<file path="config.mk">
export PLATFORM = sky130hd
export DESIGN_NAME = fetch_sequencer
export DESIGN_NICKNAME = d
export VERILOG_FILES = /design/src/rtl/opcode_pkg.sv /design/src/rtl/fetch_sequencer.sv
export SDC_FILE = /design/constraint.sdc
export NUM_CORES = 1
export LEC_CHECK = 0
export BUFFER_PORTS_ARGS = -buffer_cell sky130_fd_sc_hd__buf_4
export CORE_MARGIN = 8
export CORE_UTILIZATION = 35
export CTS_CLUSTER_SIZE = 8
export DETAILED_ROUTE_END_ITERATION = 7
export GPL_TIMING_DRIVEN = 1
export PLACE_DENSITY = 0.52
export SYNTH_ARGS = -nofsm -noshare
export SYNTH_HDL_FRONTEND = slang
export SYNTH_SLANG_ARGS = --single-unit
export TNS_END_PERCENT = 30
</file>
<file path="constraint.sdc">
create_clock -name clk -period 3.4 [get_ports clk]
set_input_delay 0.68 -clock clk [delete_from_list [all_inputs] [get_ports clk]]
set_output_delay 0.68 -clock clk [all_outputs]
set_load 0.01 [all_outputs]
</file>
<file path="src/rtl/opcode_pkg.sv">
// Shared opcode helpers and the fetch sequencer state type.
package opcode_pkg;

  typedef enum logic [3:0] {
    FS_IDLE,
    FS_F1_REQ,
    FS_F1_WAIT,
    FS_F1_ACK,
    FS_F2_REQ,
    FS_F2_WAIT,
    FS_F2_ACK,
    FS_ISSUE,
    FS_FAULT
  } fetch_seq_state_e;

  localparam logic [2:0] FETCH_INST_LEN = 3'd1;

  // Two-word opcodes: JCN, JUN, JMS, ISZ, and FIM (OPR 2 with OPA[0] clear).
  function automatic logic is_two_word(input logic [7:0] w);
    logic [3:0] opr;
    opr = w[7:4];
    return (opr == 4'h1) || (opr == 4'h4) || (opr == 4'h5) || (opr == 4'h7) ||
           ((w & 8'hF1) == 8'h20);
  endfunction

endpackage

</file>
<file path="src/rtl/fetch_sequencer.sv">
// Drives the nibble-serial Fetcher, predecodes word1 for a second fetch and
// hands complete instructions to execute over valid/ready; owns the PC.
module fetch_sequencer
  import opcode_pkg::*;
#(
  parameter logic [11:0] RESET_PC      = 12'h000,
  parameter int unsigned FETCH_TIMEOUT = 15
) (
  input  logic        clk,
  input  logic        reset,
  input  logic        run,
  output logic [11:0] fetch_pc,
  output logic        fetch_start,
  output logic [2:0]  inst_len,
  input  logic        fetch_done,
  input  logic [15:0] fetch_inst,
  output logic        fetch_done_ack,
  output logic        inst_valid,
  input  logic        inst_ready,
  output logic [15:0] inst_word,
  output logic        inst_two_word,
  output logic [11:0] inst_pc,
  input  logic        pc_load,
  input  logic [11:0] pc_load_value,
  output logic        fetch_fault
);

  localparam int unsigned   TW      = $clog2(FETCH_TIMEOUT + 1);
  localparam logic [TW-1:0] TO_LAST = TW'(FETCH_TIMEOUT - 1);

  fetch_seq_state_e state_q;
  logic [11:0]      pc_q;
  logic [11:0]      fetch_pc_q;
  logic [11:0]      inst_pc_q;
  logic [11:0]      pc_next_d;
  logic [7:0]       word1_q;
  logic [7:0]       word2_q;
  logic [15:0]      inst_word_q;
  logic [TW-1:0]    cnt_q;
  logic             fetch_start_q;
  logic             fetch_done_ack_q;
  logic             inst_valid_q;
  logic             inst_two_word_q;
  logic             fetch_fault_q;
  logic             unused_inst_low;

  assign unused_inst_low = ^fetch_inst[7:0];

  always_comb begin
    pc_next_d = pc_load ? pc_load_value
                        : inst_pc_q + (inst_two_word_q ? 12'd4 : 12'd2);
  end

  always_ff @(posedge clk or posedge reset) begin
    if (reset) begin
      state_q          <= FS_IDLE;
      pc_q             <= RESET_PC;
      fetch_pc_q       <= RESET_PC;
      inst_pc_q        <= '0;
      word1_q          <= '0;
      word2_q          <= '0;
      inst_word_q      <= '0;
      cnt_q            <= '0;
      fetch_start_q    <= 1'b0;
      fetch_done_ack_q <= 1'b0;
      inst_valid_q     <= 1'b0;
      inst_two_word_q  <= 1'b0;
      fetch_fault_q    <= 1'b0;
    end else begin
      fetch_start_q    <= 1'b0;
      fetch_done_ack_q <= 1'b0;
      case (state_q)
        FS_IDLE: begin
          if (run && !fetch_fault_q) begin
            fetch_pc_q <= pc_q;
            state_q    <= FS_F1_REQ;
          end
        end
        FS_F1_REQ, FS_F2_REQ: begin
          // Hold off the start pulse while the Fetcher still shows done.
          if (!fetch_done) begin
            fetch_start_q <= 1'b1;
            cnt_q         <= '0;
            state_q       <= (state_q == FS_F1_REQ) ? FS_F1_WAIT : FS_F2_WAIT;
          end
        end
        FS_F1_WAIT, FS_F2_WAIT: begin
          if (fetch_done) begin
            if (state_q == FS_F1_WAIT) begin
              word1_q <= fetch_inst[15:8];
              word2_q <= '0;
              state_q <= FS_F1_ACK;
            end else begin
              word2_q <= fetch_inst[15:8];
              state_q <= FS_F2_ACK;
            end
            fetch_done_ack_q <= 1'b1;
          end else if (cnt_q == TO_LAST) begin
            fetch_fault_q <= 1'b1;
            state_q       <= FS_FAULT;
          end else begin
            cnt_q <= cnt_q + TW'(1);
          end
        end
        FS_F1_ACK: begin
          if (is_two_word(word1_q)) begin
            fetch_pc_q <= pc_q + 12'd2;
            state_q    <= FS_F2_REQ;
          end else begin
            inst_valid_q    <= 1'b1;
            inst_word_q     <= {word1_q, word2_q};
            inst_two_word_q <= 1'b0;
            inst_pc_q       <= pc_q;
            state_q         <= FS_ISSUE;
          end
        end
        FS_F2_ACK: begin
          inst_valid_q    <= 1'b1;
          inst_word_q     <= {word1_q, word2_q};
          inst_two_word_q <= 1'b1;
          inst_pc_q       <= pc_q;
          state_q         <= FS_ISSUE;
        end
        FS_ISSUE: begin
          if (inst_ready) begin
            pc_q         <= pc_next_d;
            fetch_pc_q   <= pc_next_d;
            inst_valid_q <= 1'b0;
            state_q      <= run ? FS_F1_REQ : FS_IDLE;
          end
        end
        default: begin
          fetch_fault_q <= 1'b1;
          state_q       <= FS_FAULT;
        end
      endcase
    end
  end

  assign fetch_pc       = fetch_pc_q;
  assign fetch_start    = fetch_start_q;
  assign inst_len       = FETCH_INST_LEN;
  assign fetch_done_ack = fetch_done_ack_q;
  assign inst_valid     = inst_valid_q;
  assign inst_word      = inst_word_q;
  assign inst_two_word  = inst_two_word_q;
  assign inst_pc        = inst_pc_q;
  assign fetch_fault    = fetch_fault_q;

endmodule
</file>
==> summary.txt, run 1 <==
Outcome
  – Status: completed

CTS
  – Post-CTS Setup Repair Bufs: 0
  – Clock-pin slew on the worst setup and hold paths: 0.06 ns
  – Post-cts hold buffer count: 0
  – Worst-skew pair later-pin latency: 0.34 ns
  – CTS tree: built
  – H-tree depth: 3
  – Post-cts sizing count: 0
  – CTS sink cnt: 81
  – CTS max path bufs: 2
  – TritonCTS buffer count: 9
  – Clock root buffer: clkbuf_16

Pwr
  – Peak VDD IR: 397 uV
  – Leakage power: 2.37 nW
  – Pwr per Cell Area: 978 nW/um^2

Yosys
  – Synth Instances: 382
  – Synth top area cells: dfrtp_1 (49%), mux2_2 (12%), o21ai_0 (3.5%)
  – Post-synth EDFFs: 0
  – Synth Cell Area: 4170 sq um
  – Post-Syn Area per Cell: 10.9 sq um
  – Register area share after synthesis: 0.486
  – Top-count cell post-synth: dfrtp_1
  – Fraction of the mapped netlist area in simple logic gates: 0.126
  – Post-synth top area share: 0.486
  – Synth Area in Compound Gates: 0.143
  – Synth area leader: dfrtp_1
  – Yosys warnings: 0
  – Post-synthesis mux area share: 0.170
  – Synth unique cells: 58
  – Post-synthesis xor/xnor area fraction: 0.0126
  – Number of register bits inferred by synthesis: 81
  – Fraction of the mapped netlist area in adder cells: 0.0198
  – Largest family of logic cells by synthesized area: multiplexers
  – Synth top cells by count: dfrtp_1 (81), mux2_2 (43), o21ai_0 (29)
  – FFs w/ async S/R, synth: 1.00
  – Post-synth top flop: dfrtp_1

Detailed routing
  – Via count: 3171
  – Iter 0 DRT Violations: 166
  – Initial DRT Pass Iterations: 4
  – Residual DRC: 0
  – Vias/cell: 5.26
  – WL final: 10700 um
  – WL/cell: 17.7 um
  – DRT antenna net count: 0

STA
  – Sum Neg Setup Slack: 0 ns
  – Tcrit/Tclk final: 0.810
  – RSZ-0062 raised after global routing: false
  – Post-route minimum period: 2.75 ns
  – Hold Violations, Final: 0
  – Slew @ Worst Pin: 0.876 ns
  – Skew final: 0.00946 ns
  – Fmax: 363 MHz
  – Final setup viols: 0
  – Fin. max-slew vios: 0
  – Worst slew margin: 0.416

GRT
  – Gr ovfl total: 0
  – Gr usage total: 0.141
  – First-pass GRT wire length: 17800 um
  – Initial antenna violation count: 0
  – Largest net degree at the start of global routing: 50
  – Number of global-route vias before repair: 3289

Finish
  – Filler instances: 1145
  – ANT cells: 0
  – Fraction of layout cells with a size suffix above 1: 0.336
  – Layout Area Growth over Synthesis: 23.1%
  – Nets: 491
  – Final instance area: 5130 sq um

Flow run
  – Max-cap check violation count: 0

Placed design
  – Placed inst area: 4830 sq um
  – Final RePlAce weighted congestion: 0.788
  – Port Buf Inserts: 70
  – Post-DP HPWL: 7630 um

Setup path
  – Data required, critical path: 3.63 ns
  – Buffers & Inverters on Critical Path: 2
  – CP Max Fanout: 6
  – WS Path Type: flip-flop to flip-flop
  – Setup crit end kind: flip-flop
  – Slowest stage delay, CP: 0.41 ns
  – CP dominant cell by count: inv_1
  – CP max stage cell: dfrtp_1
  – Crit-path cells: inv_1 > ha_1 > inv_1 > fa_1 > nand4b_1 > o31ai_1 > a31oi_1 > a221o_1 > mux2_4
  – Arrival @ worst endpoint: 2.98 ns
  – Family with the most delay on the worst path: compound AO/OA/AOI/OAI gates
  – Critical path launch point type: flip-flop

Floorplanning
  – Full die area: 15700 sq um
  – # IOs: 82
  – Rows: 40
  – Initial Utilization: 0.353
  – Chip width: 125 um
  – Placeable core region: 11800 sq um
  – Die height: 125 um

Min path
  – Min-Delay Path Class: input pin to async pin
[sequential cells by signal, summed over array words and instances (netlist names)]
name and flops:
fetch_pc 12, pc_q 12, inst_pc 12, inst_word 16, inst_valid 1, fetch_fault 1
fetch_done_ack 1, word2_q 8, state_q 4, cnt_q 4, fetch_start 1, inst_two_word 1
word1_q 8
[stage by stage]
step | cells | hold slack (ns) | utilization | total power [mW] | setup slack (ns)
CTS | 603 | 0.504 | 0.434 | 5.08 | 0.663
detailed placement | 587 | 0.489 | 0.409 | 4.06 | 0.663
global route | 603 | 0.513 | 0.434 | 5.39 | 0.488
floorplan | 383 | 0.466 | - | 3.26 | 0.640
global placement | 587 | 0.485 | 0.409 | 4.03 | 0.704
finish | 603 | 0.482 | 0.434 | 5.01 | 0.646
[metal layers]
metal / global-route usage / wire length (um) / up-vias
met4: 0.0408 / 140 / 0
met5: 0 / 0 / -
met2: 0.231 / 5000 / 76
li1: - / - / 1536
met3: 0.0450 / 593 / 13
met1: 0.174 / 4950 / 1546
[cells by family (layout without fill, tap and decap cells)]
group | count (synthesis) | count (layout)
buf+inv | 37 | 110
xor+xnor | 6 | 6
compound gates | 91 | 91
mux | 61 | 61
simple gates | 98 | 98
flops | 81 | 81
fa+ha+maj | 6 | 6
other cells | 2 | 3
[worst paths after layout]
kind / startpoint / to / slack [ns] / depth (start not counted)
setup / recovery: inst_two_word / fetch_pc[11] / 0.65 / 9
hold / removal: reset / inst_word[9] / 0.48 / 2
setup reg to reg: inst_two_word / fetch_pc[11] / 0.65 / 9
hold reg to reg: word1_q[1] / inst_word[9] / 0.50 / 1
max in group asynchronous: reset / fetch_pc[10] / 2.15 / 3
min in group clk: word1_q[1] / inst_word[9] / 0.50 / 1
[power by group]
part	internal, mW	leakage (nW)	switching, mW
Combinational	1.15	1.20	1.08
Clock	0.575	0.151	0.412
Sequential	1.38	1.02	0.414
[cell usage in the layout, fill, tap and decap left out, types with 4 or more instances in the layout]
cell type / count
nand3_1: 9
o31ai_1: 6
ha_1: 5
nand2_1: 27
nor2_1: 11
nand4_1: 6
or2_2: 4
xnor2_1: 4
inv_1: 16
mux2_4: 9
mux2_2: 43
o21ai_0: 29
a21oi_1: 18
buf_4: 77
o21a_1: 4
nand2b_1: 7
a22o_1: 8
mux2i_1: 9
clkbuf_16: 9
dfrtp_1: 81
nor3_1: 8
[area by class of cell]
class	instances	area [sq um]	area share
Tap cell	147	184	0.0359
Multi-Input combinational cell	265	1970	0.385
Sequential cell	81	2030	0.395
Inverter	17	65.1	0.0127
Clock inverter	7	75.1	0.0146
Timing Repair Buffer	77	578	0.113
Clock buffer	9	225	0.0439
(Power assumes the default switching activity.)
==> run 2, diff against run 1 <==
--- a/config.mk
+++ b/config.mk
@@ -11,7 +11,7 @@
 export CTS_CLUSTER_SIZE = 8
 export DETAILED_ROUTE_END_ITERATION = 7
 export GPL_TIMING_DRIVEN = 1
-export PLACE_DENSITY = 0.52
+export PLACE_DENSITY = 0.54
 export SYNTH_ARGS = -nofsm -noshare
 export SYNTH_HDL_FRONTEND = slang
 export SYNTH_SLANG_ARGS = --single-unit
==> constraint.sdc (replaced) <==
create_clock -name clk -period 2.4 [get_ports clk]
set_input_delay 0.48 -clock clk [delete_from_list [all_inputs] [get_ports clk]]
set_output_delay 0.48 -clock clk [all_outputs]
set_load 0.01 [all_outputs]
==> summary.txt, run 2 (synthesized netlist as in run 1, its figures left out) <==
Placed design
  – Port Buf Inserts: 70 (unchanged)
  – Pre-CTS WS: -0.191 ns (was 0.663 ns)
  – Placed inst area: 4930 sq um (was 4830 sq um)
  – Post-DP HPWL: 7640 um (was 7630 um)
  – Final RePlAce weighted congestion: 0.838 (was 0.788)

Setup path
  – Worst reg2reg path endpoint: fetch_pc[7] (was fetch_pc[11])
  – FF-to-FF setup slack: 0.02 ns (was 0.65 ns)
  – Buffers & Inverters on Critical Path: 3 (was 2)
  – CP max stage cell: dfrtp_1 (unchanged)
  – CP dominant cell by count: inv_2 (was inv_1)
  – Reg2Reg Depth: 10 (was 9)
  – Critical path launch point type: flip-flop (unchanged)
  – Data required, critical path: 2.63 ns (was 3.63 ns)
  – Worst r2r src: inst_two_word (unchanged)
  – WS Path Type: flip-flop to flip-flop (unchanged)
  – Family with the most delay on the worst path: compound AO/OA/AOI/OAI gates (unchanged)
  – Arrival @ worst endpoint: 2.61 ns (was 2.98 ns)
  – Slowest stage delay, CP: 0.38 ns (was 0.41 ns)
  – Crit-path cells: inv_2 > ha_4 > inv_2 > fa_2 > nand4b_1 > buf_4 > o211ai_1 > o311ai_2 > a221o_1 > mux2_4 (was inv_1 > ha_1 > inv_1 > fa_1 > nand4b_1 > o31ai_1 > a31oi_1 > a221o_1 > mux2_4)
  – CP Max Fanout: 5 (was 6)
  – Setup crit end kind: flip-flop (unchanged)

Detailed routing
  – WL/cell: 17.2 um (was 17.7 um)
  – Residual DRC: 0 (unchanged)
  – DRT antenna net count: 0 (unchanged)
  – Vias/cell: 5.22 (was 5.26)
  – Iter 0 DRT Violations: 163 (was 166)
  – Initial DRT Pass Iterations: 4 (unchanged)
  – WL final: 10600 um (was 10700 um)
  – Via count: 3213 (was 3171)

Min path
  – Min-Delay Path Class: input pin to async pin (unchanged)

STA
  – Tcrit/Tclk final: 0.991 (was 0.810)
  – Fmax: 420 MHz (was 363 MHz)
  – Skew final: 0.00438 ns (was 0.00946 ns)
  – RSZ-0062 raised after global routing: true (was false)
  – Post-route minimum period: 2.38 ns (was 2.75 ns)
  – Hold Violations, Final: 0 (unchanged)
  – Sum Neg Setup Slack: 0 ns (unchanged)
  – Final setup viols: 0 (unchanged)
  – Slew @ Worst Pin: 0.557 ns (was 0.876 ns)
  – Fin. max-slew vios: 0 (unchanged)
  – Worst slew margin: 0.629 (was 0.416)
  – Final WS setup: 0.0212 ns (was 0.646 ns)

GRT
  – Largest net degree at the start of global routing: 45 (was 50)
  – Gr usage total: 0.144 (was 0.141)
  – First-pass GRT wire length: 18200 um (was 17800 um)
  – Gr ovfl total: 0 (unchanged)
  – Initial antenna violation count: 0 (unchanged)
  – Number of global-route vias before repair: 3527 (was 3289)

CTS
  – Worst-skew pair later-pin latency: 0.34 ns (about the same)
  – CTS tree: built (unchanged)
  – CTS max path bufs: 2 (unchanged)
  – Clock-pin slew on the worst setup and hold paths: 0.06 ns (about the same)
  – Clock root buffer: clkbuf_16 (unchanged)
  – CTS sink cnt: 81 (unchanged)
  – H-tree depth: 3 (unchanged)
  – TritonCTS buffer count: 9 (unchanged)

Floorplanning
  – Die height: 125 um (unchanged)
  – Initial Utilization: 0.353 (unchanged)
  – # IOs: 82 (unchanged)
  – Rows: 40 (unchanged)
  – Chip width: 125 um (unchanged)
  – Placeable core region: 11800 sq um (unchanged)
  – Full die area: 15700 sq um (unchanged)

Pwr
  – Pwr per Cell Area: 1380 nW/um^2 (was 978 nW/um^2)
  – Peak VDD IR: 504 uV (was 397 uV)
  – Leakage power: 2.44 nW (was 2.37 nW)

Finish
  – Filler instances: 1161 (was 1145)
  – Layout Area Growth over Synthesis: 26.9% (was 23.1%)
  – Most common cell after layout, fill and taps aside: buf_4 (was dfrtp_1)
  – Max FFs per register: 16 (unchanged)
  – FF+latch area: 2030 sq um (unchanged)
  – Fraction of layout cells with a size suffix above 1: 0.371 (was 0.336)
  – ANT cells: 0 (unchanged)
  – Footprint of the multi-input gates: 2010 sq um (was 1970 sq um)
  – Final instance area: 5290 sq um (was 5130 sq um)
  – Most frequent cells in the layout: buf_4 (89), dfrtp_1 (81), mux2_2 (43), o21ai_0 (29), nand2_1 (27) (was dfrtp_1 (81), buf_4 (77), mux2_2 (43), o21ai_0 (29), nand2_1 (27))
  – Nets: 504 (was 491)

Flow run
  – Max-cap check violation count: 0 (unchanged)

Outcome
  – Status: completed (unchanged)
-- run 2: changes by cell type in the layout (fill, tap and decap cells not counted), moves of 2 or more --
cell,before,now
inv_2,0,2
o31ai_2,0,2
inv_1,16,14
o31ai_1,6,4
clkinv_4,1,3
clkinv_2,3,0
buf_4,77,89
-- run 2: worst max-delay path by stage --
stage / cells past startpoint / endpoint / start / slack [ns]
4_1_cts: 9 / fetch_pc[7] / inst_two_word / -0.04
6_report: 10 / fetch_pc[7] / inst_two_word / 0.02
3_3_place_gp: 9 / fetch_pc[7] / inst_two_word / -0.09
3_5_place_dp: 9 / fetch_pc[7] / inst_two_word / -0.19
2_1_floorplan: 9 / fetch_pc[7] / inst_two_word / -0.07
5_1_grt: 10 / fetch_pc[11] / inst_two_word / -0.08
-- run 2: metal layers --
layer,track usage,part of all wire,vias to the layer above
met1,0.173,0.45,1547
met4,0.0602,0.017,0
met3,0.0450,0.059,16
met5,0,0,-
li1,-,-,1561
met2,0.233,0.47,89
-- run 2: per-stage QoR --
step           std cells   util  hold WS [ns]  total power, mW
2_1_floorplan        383      -         0.466             4.62
3_3_place_gp         598  0.417         0.484             5.82
3_5_place_dp         598  0.417         0.486             5.87
4_1_cts              615  0.446         0.296             7.38
5_1_grt              616  0.448         0.322             7.89
6_report             616  0.448         0.270             7.33
-- run 2: repair_timing --
action,4_1_cts,5_1_grt
hold buffers,0,0
pin swaps,3,2
gates resized for setup,7,3
setup buffers,1,1
endpoints found under the setup margin,3,6
-- run 2: where the power goes --
| part | switching, mW | internal [mW] | leakage, nW |
|---|---|---|---|
| clock | 0.599 | 0.847 | 0.154 |
| combinational | 1.59 | 1.77 | 1.26 |
| sequential | 0.566 | 1.96 | 1.02 |
-- run 2: cell type report --
cell class                 instances  share of cell area
multi-input combinational        265               0.380
clock buffer                      10              0.0452
tap                              147              0.0348
inverter                          17              0.0128
timing repair buffer              90               0.130
clock inverter                     6              0.0140
sequential                        81               0.383
-- run 2: worst reg2reg max path: cells and delay by family, from the launching register on --
family | cells | cell delay, ns
compound gates | 3 | 0.67
simple gates | 1 | 0.18
fa+ha+maj | 2 | 0.47
buf+inv | 3 | 0.30
flops | 1 | 0.38
mux | 1 | 0.26
==> run 3, diff against run 2 <==
==> constraint.sdc (replaced) <==
create_clock -name clk -period 2.4 [get_ports clk]
set_input_delay 0.36 -clock clk [delete_from_list [all_inputs] [get_ports clk]]
set_output_delay 0.36 -clock clk [all_outputs]
set_load 0.01 [all_outputs]
==> summary.txt, run 3 (synthesized netlist as in run 1, its figures left out) <==
Flow run
  – Max-cap check violation count: 0 (unchanged)

CTS
  – CTS sink cnt: 81 (unchanged)
  – CTS max path bufs: 2 (unchanged)
  – Clock root buffer: clkbuf_16 (unchanged)
  – H-tree depth: 3 (unchanged)
  – Worst-skew pair later-pin latency: 0.34 ns (about the same)
  – Post-cts hold buffer count: 0 (unchanged)
  – Clock-pin slew on the worst setup and hold paths: 0.06 ns (about the same)
  – CTS tree: built (unchanged)
  – TritonCTS buffer count: 9 (unchanged)

Placed design
  – Final RePlAce weighted congestion: 0.853 (was 0.838)
  – Placed cells: 597 (was 598)
  – Post-DP HPWL: 7650 um (was 7640 um)
  – Port Buf Inserts: 70 (unchanged)

GRT
  – Largest net degree at the start of global routing: 32 (was 45)
  – First-pass GRT wire length: 18200 um (about the same)
  – Initial antenna violation count: 0 (unchanged)
  – Gr usage total: 0.141 (was 0.144)
  – Number of global-route vias before repair: 3483 (was 3527)
  – Gr ovfl total: 0 (unchanged)

Detailed routing
  – Via count: 3233 (was 3213)
  – Residual DRC: 0 (unchanged)
  – Iter 0 DRT Violations: 203 (was 163)
  – Vias/cell: 5.27 (was 5.22)
  – DRT antenna net count: 0 (unchanged)
  – WL/cell: 17.2 um (about the same)
  – Initial DRT Pass Iterations: 4 (unchanged)
  – WL final: 10500 um (was 10600 um)

Pwr
  – Pwr per Cell Area: 1380 nW/um^2 (about the same)
  – Leakage power: 2.43 nW (was 2.44 nW)
  – Peak VDD IR: 617 uV (was 504 uV)
  – Power, Total: 7.28 mW (was 7.33 mW)

STA
  – Fmax: 415 MHz (was 420 MHz)
  – Fin. max-slew vios: 0 (unchanged)
  – Worst slew margin: 0.602 (was 0.629)
  – Tcrit/Tclk final: 1.00 (was 0.991)
  – RSZ-0062 raised after global routing: true (unchanged)
  – Final setup viols: 3 (was 0)
  – Final WS setup: -0.00928 ns (was 0.0212 ns)
  – Skew final: 0.00949 ns (was 0.00438 ns)
  – Post-route minimum period: 2.41 ns (was 2.38 ns)
  – Slew @ Worst Pin: 0.597 ns (was 0.557 ns)
  – Hold Violations, Final: 0 (unchanged)

Floorplanning
  – Chip width: 125 um (unchanged)
  – Full die area: 15700 sq um (unchanged)
  – Initial Utilization: 0.353 (unchanged)
  – Die height: 125 um (unchanged)
  – Placeable core region: 11800 sq um (unchanged)
  – Rows: 40 (unchanged)
  – # IOs: 82 (unchanged)

Finish
  – Fraction of layout cells with a size suffix above 1: 0.364 (was 0.371)
  – Most frequent cells in the layout: buf_4 (87), dfrtp_1 (81), mux2_2 (43), o21ai_0 (29), nand2_1 (27) (was buf_4 (89), dfrtp_1 (81), mux2_2 (43), o21ai_0 (29), nand2_1 (27))
  – Footprint of the multi-input gates: 2000 sq um (was 2010 sq um)
  – Filler instances: 1118 (was 1161)
  – Final cell count without fillers: 614 (was 616)
  – Layout Area Growth over Synthesis: 26.6% (was 26.9%)
  – ANT cells: 0 (unchanged)
  – Max FFs per register: 16 (unchanged)
  – Most common cell after layout, fill and taps aside: buf_4 (unchanged)
  – Nets: 503 (was 504)
  – FF+latch area: 2030 sq um (unchanged)

Setup path
  – Data required, critical path: 2.61 ns (was 2.63 ns)
  – Crit-path cells: inv_2 > ha_4 > inv_2 > fa_2 > nand4b_1 > o211ai_1 > o311ai_2 > a221o_1 > mux2_4 (was inv_2 > ha_4 > inv_2 > fa_2 > nand4b_1 > buf_4 > o211ai_1 > o311ai_2 > a221o_1 > mux2_4)
  – Slowest stage delay, CP: 0.38 ns (about the same)
  – Cell count along the critical path: 9 (was 10)
  – Buffers & Inverters on Critical Path: 2 (was 3)
  – Arrival @ worst endpoint: 2.62 ns (was 2.61 ns)
  – Family with the most delay on the worst path: compound AO/OA/AOI/OAI gates (unchanged)
  – WS Path Type: flip-flop to flip-flop (unchanged)
  – Reg2Reg Depth: 9 (was 10)
  – Setup crit end kind: flip-flop (unchanged)
  – CP max stage cell: dfrtp_1 (unchanged)
  – CP Max Fanout: 4 (was 5)
  – CP dominant cell by count: inv_2 (unchanged)
  – Critical path launch point type: flip-flop (unchanged)

Outcome
  – Failing checks: setup timing
  – Status: complete, but fails checks (was completed)

Min path
  – Min-Delay Path Class: input pin to async pin (unchanged)
==> run 3: power by group <==
part | leakage, nW | switching (mW) | internal [mW]
Sequential | 1.02 | 0.565 | 1.96
Clock | 0.146 | 0.575 | 0.838
Combinational | 1.26 | 1.59 | 1.76
Total | 2.43 | 2.73 | 4.56
==> run 3: timing repair <==
action | CTS | global route
endpoints found under the setup margin | 3 | 5
setup buffers | 2 | 0
pin swaps | 5 | 2
gates resized for setup | 6 | 0
==> run 3: final cells by class <==
class	instances	share of cell area
clock inverters	5	0.0121
well taps	147	0.0349
repair buffers	89	0.131
flip-flops and latches	81	0.384
inverters	17	0.0128
clock buffers	10	0.0453
multi-input cells	265	0.379
==> run 3: metal layers <==
| layer | GRT usage | wire length, um | up-vias |
|---|---|---|---|
| met5 | 0 | 0 | - |
| met4 | 0.0351 | 108 | 0 |
| met3 | 0.0429 | 612 | 10 |
| met2 | 0.236 | 5060 | 88 |
| met1 | 0.173 | 4750 | 1581 |
| li1 | - | - | 1554 |
==> run 3: path summary, 6_finish.rpt <==
kind                                start              to  slack [ns]
max                         inst_two_word     fetch_pc[7]      -0.009
min                                 reset  fetch_done_ack        0.08
max reg2reg                 inst_two_word     fetch_pc[7]      -0.009
min reg2reg                    word1_q[2]   inst_word[10]        0.50
max in group asynchronous           reset     fetch_pc[7]        1.70
min in group clk           fetch_inst[14]      word2_q[6]        0.25
==> run 3: stage by stage <==
| stage | util | instance area, sq um | hold slack, ns | setup TNS [ns] | setup slack (ns) |
|---|---|---|---|---|---|
| 3_5_place_dp | 0.418 | 4930 | 0.458 | -0.260 | -0.141 |
| 4_1_cts | 0.447 | 5280 | 0.0958 | -0.00479 | -0.00479 |
| 3_3_place_gp | 0.418 | 4930 | 0.456 | -0.0888 | -0.0558 |
| 6_report | 0.447 | 5280 | 0.0827 | -0.0261 | -0.00928 |
| 5_1_grt | 0.447 | 5280 | 0.136 | -0.532 | -0.167 |
| 2_1_floorplan | - | 4180 | 0.466 | -0.000197 | -0.000197 |
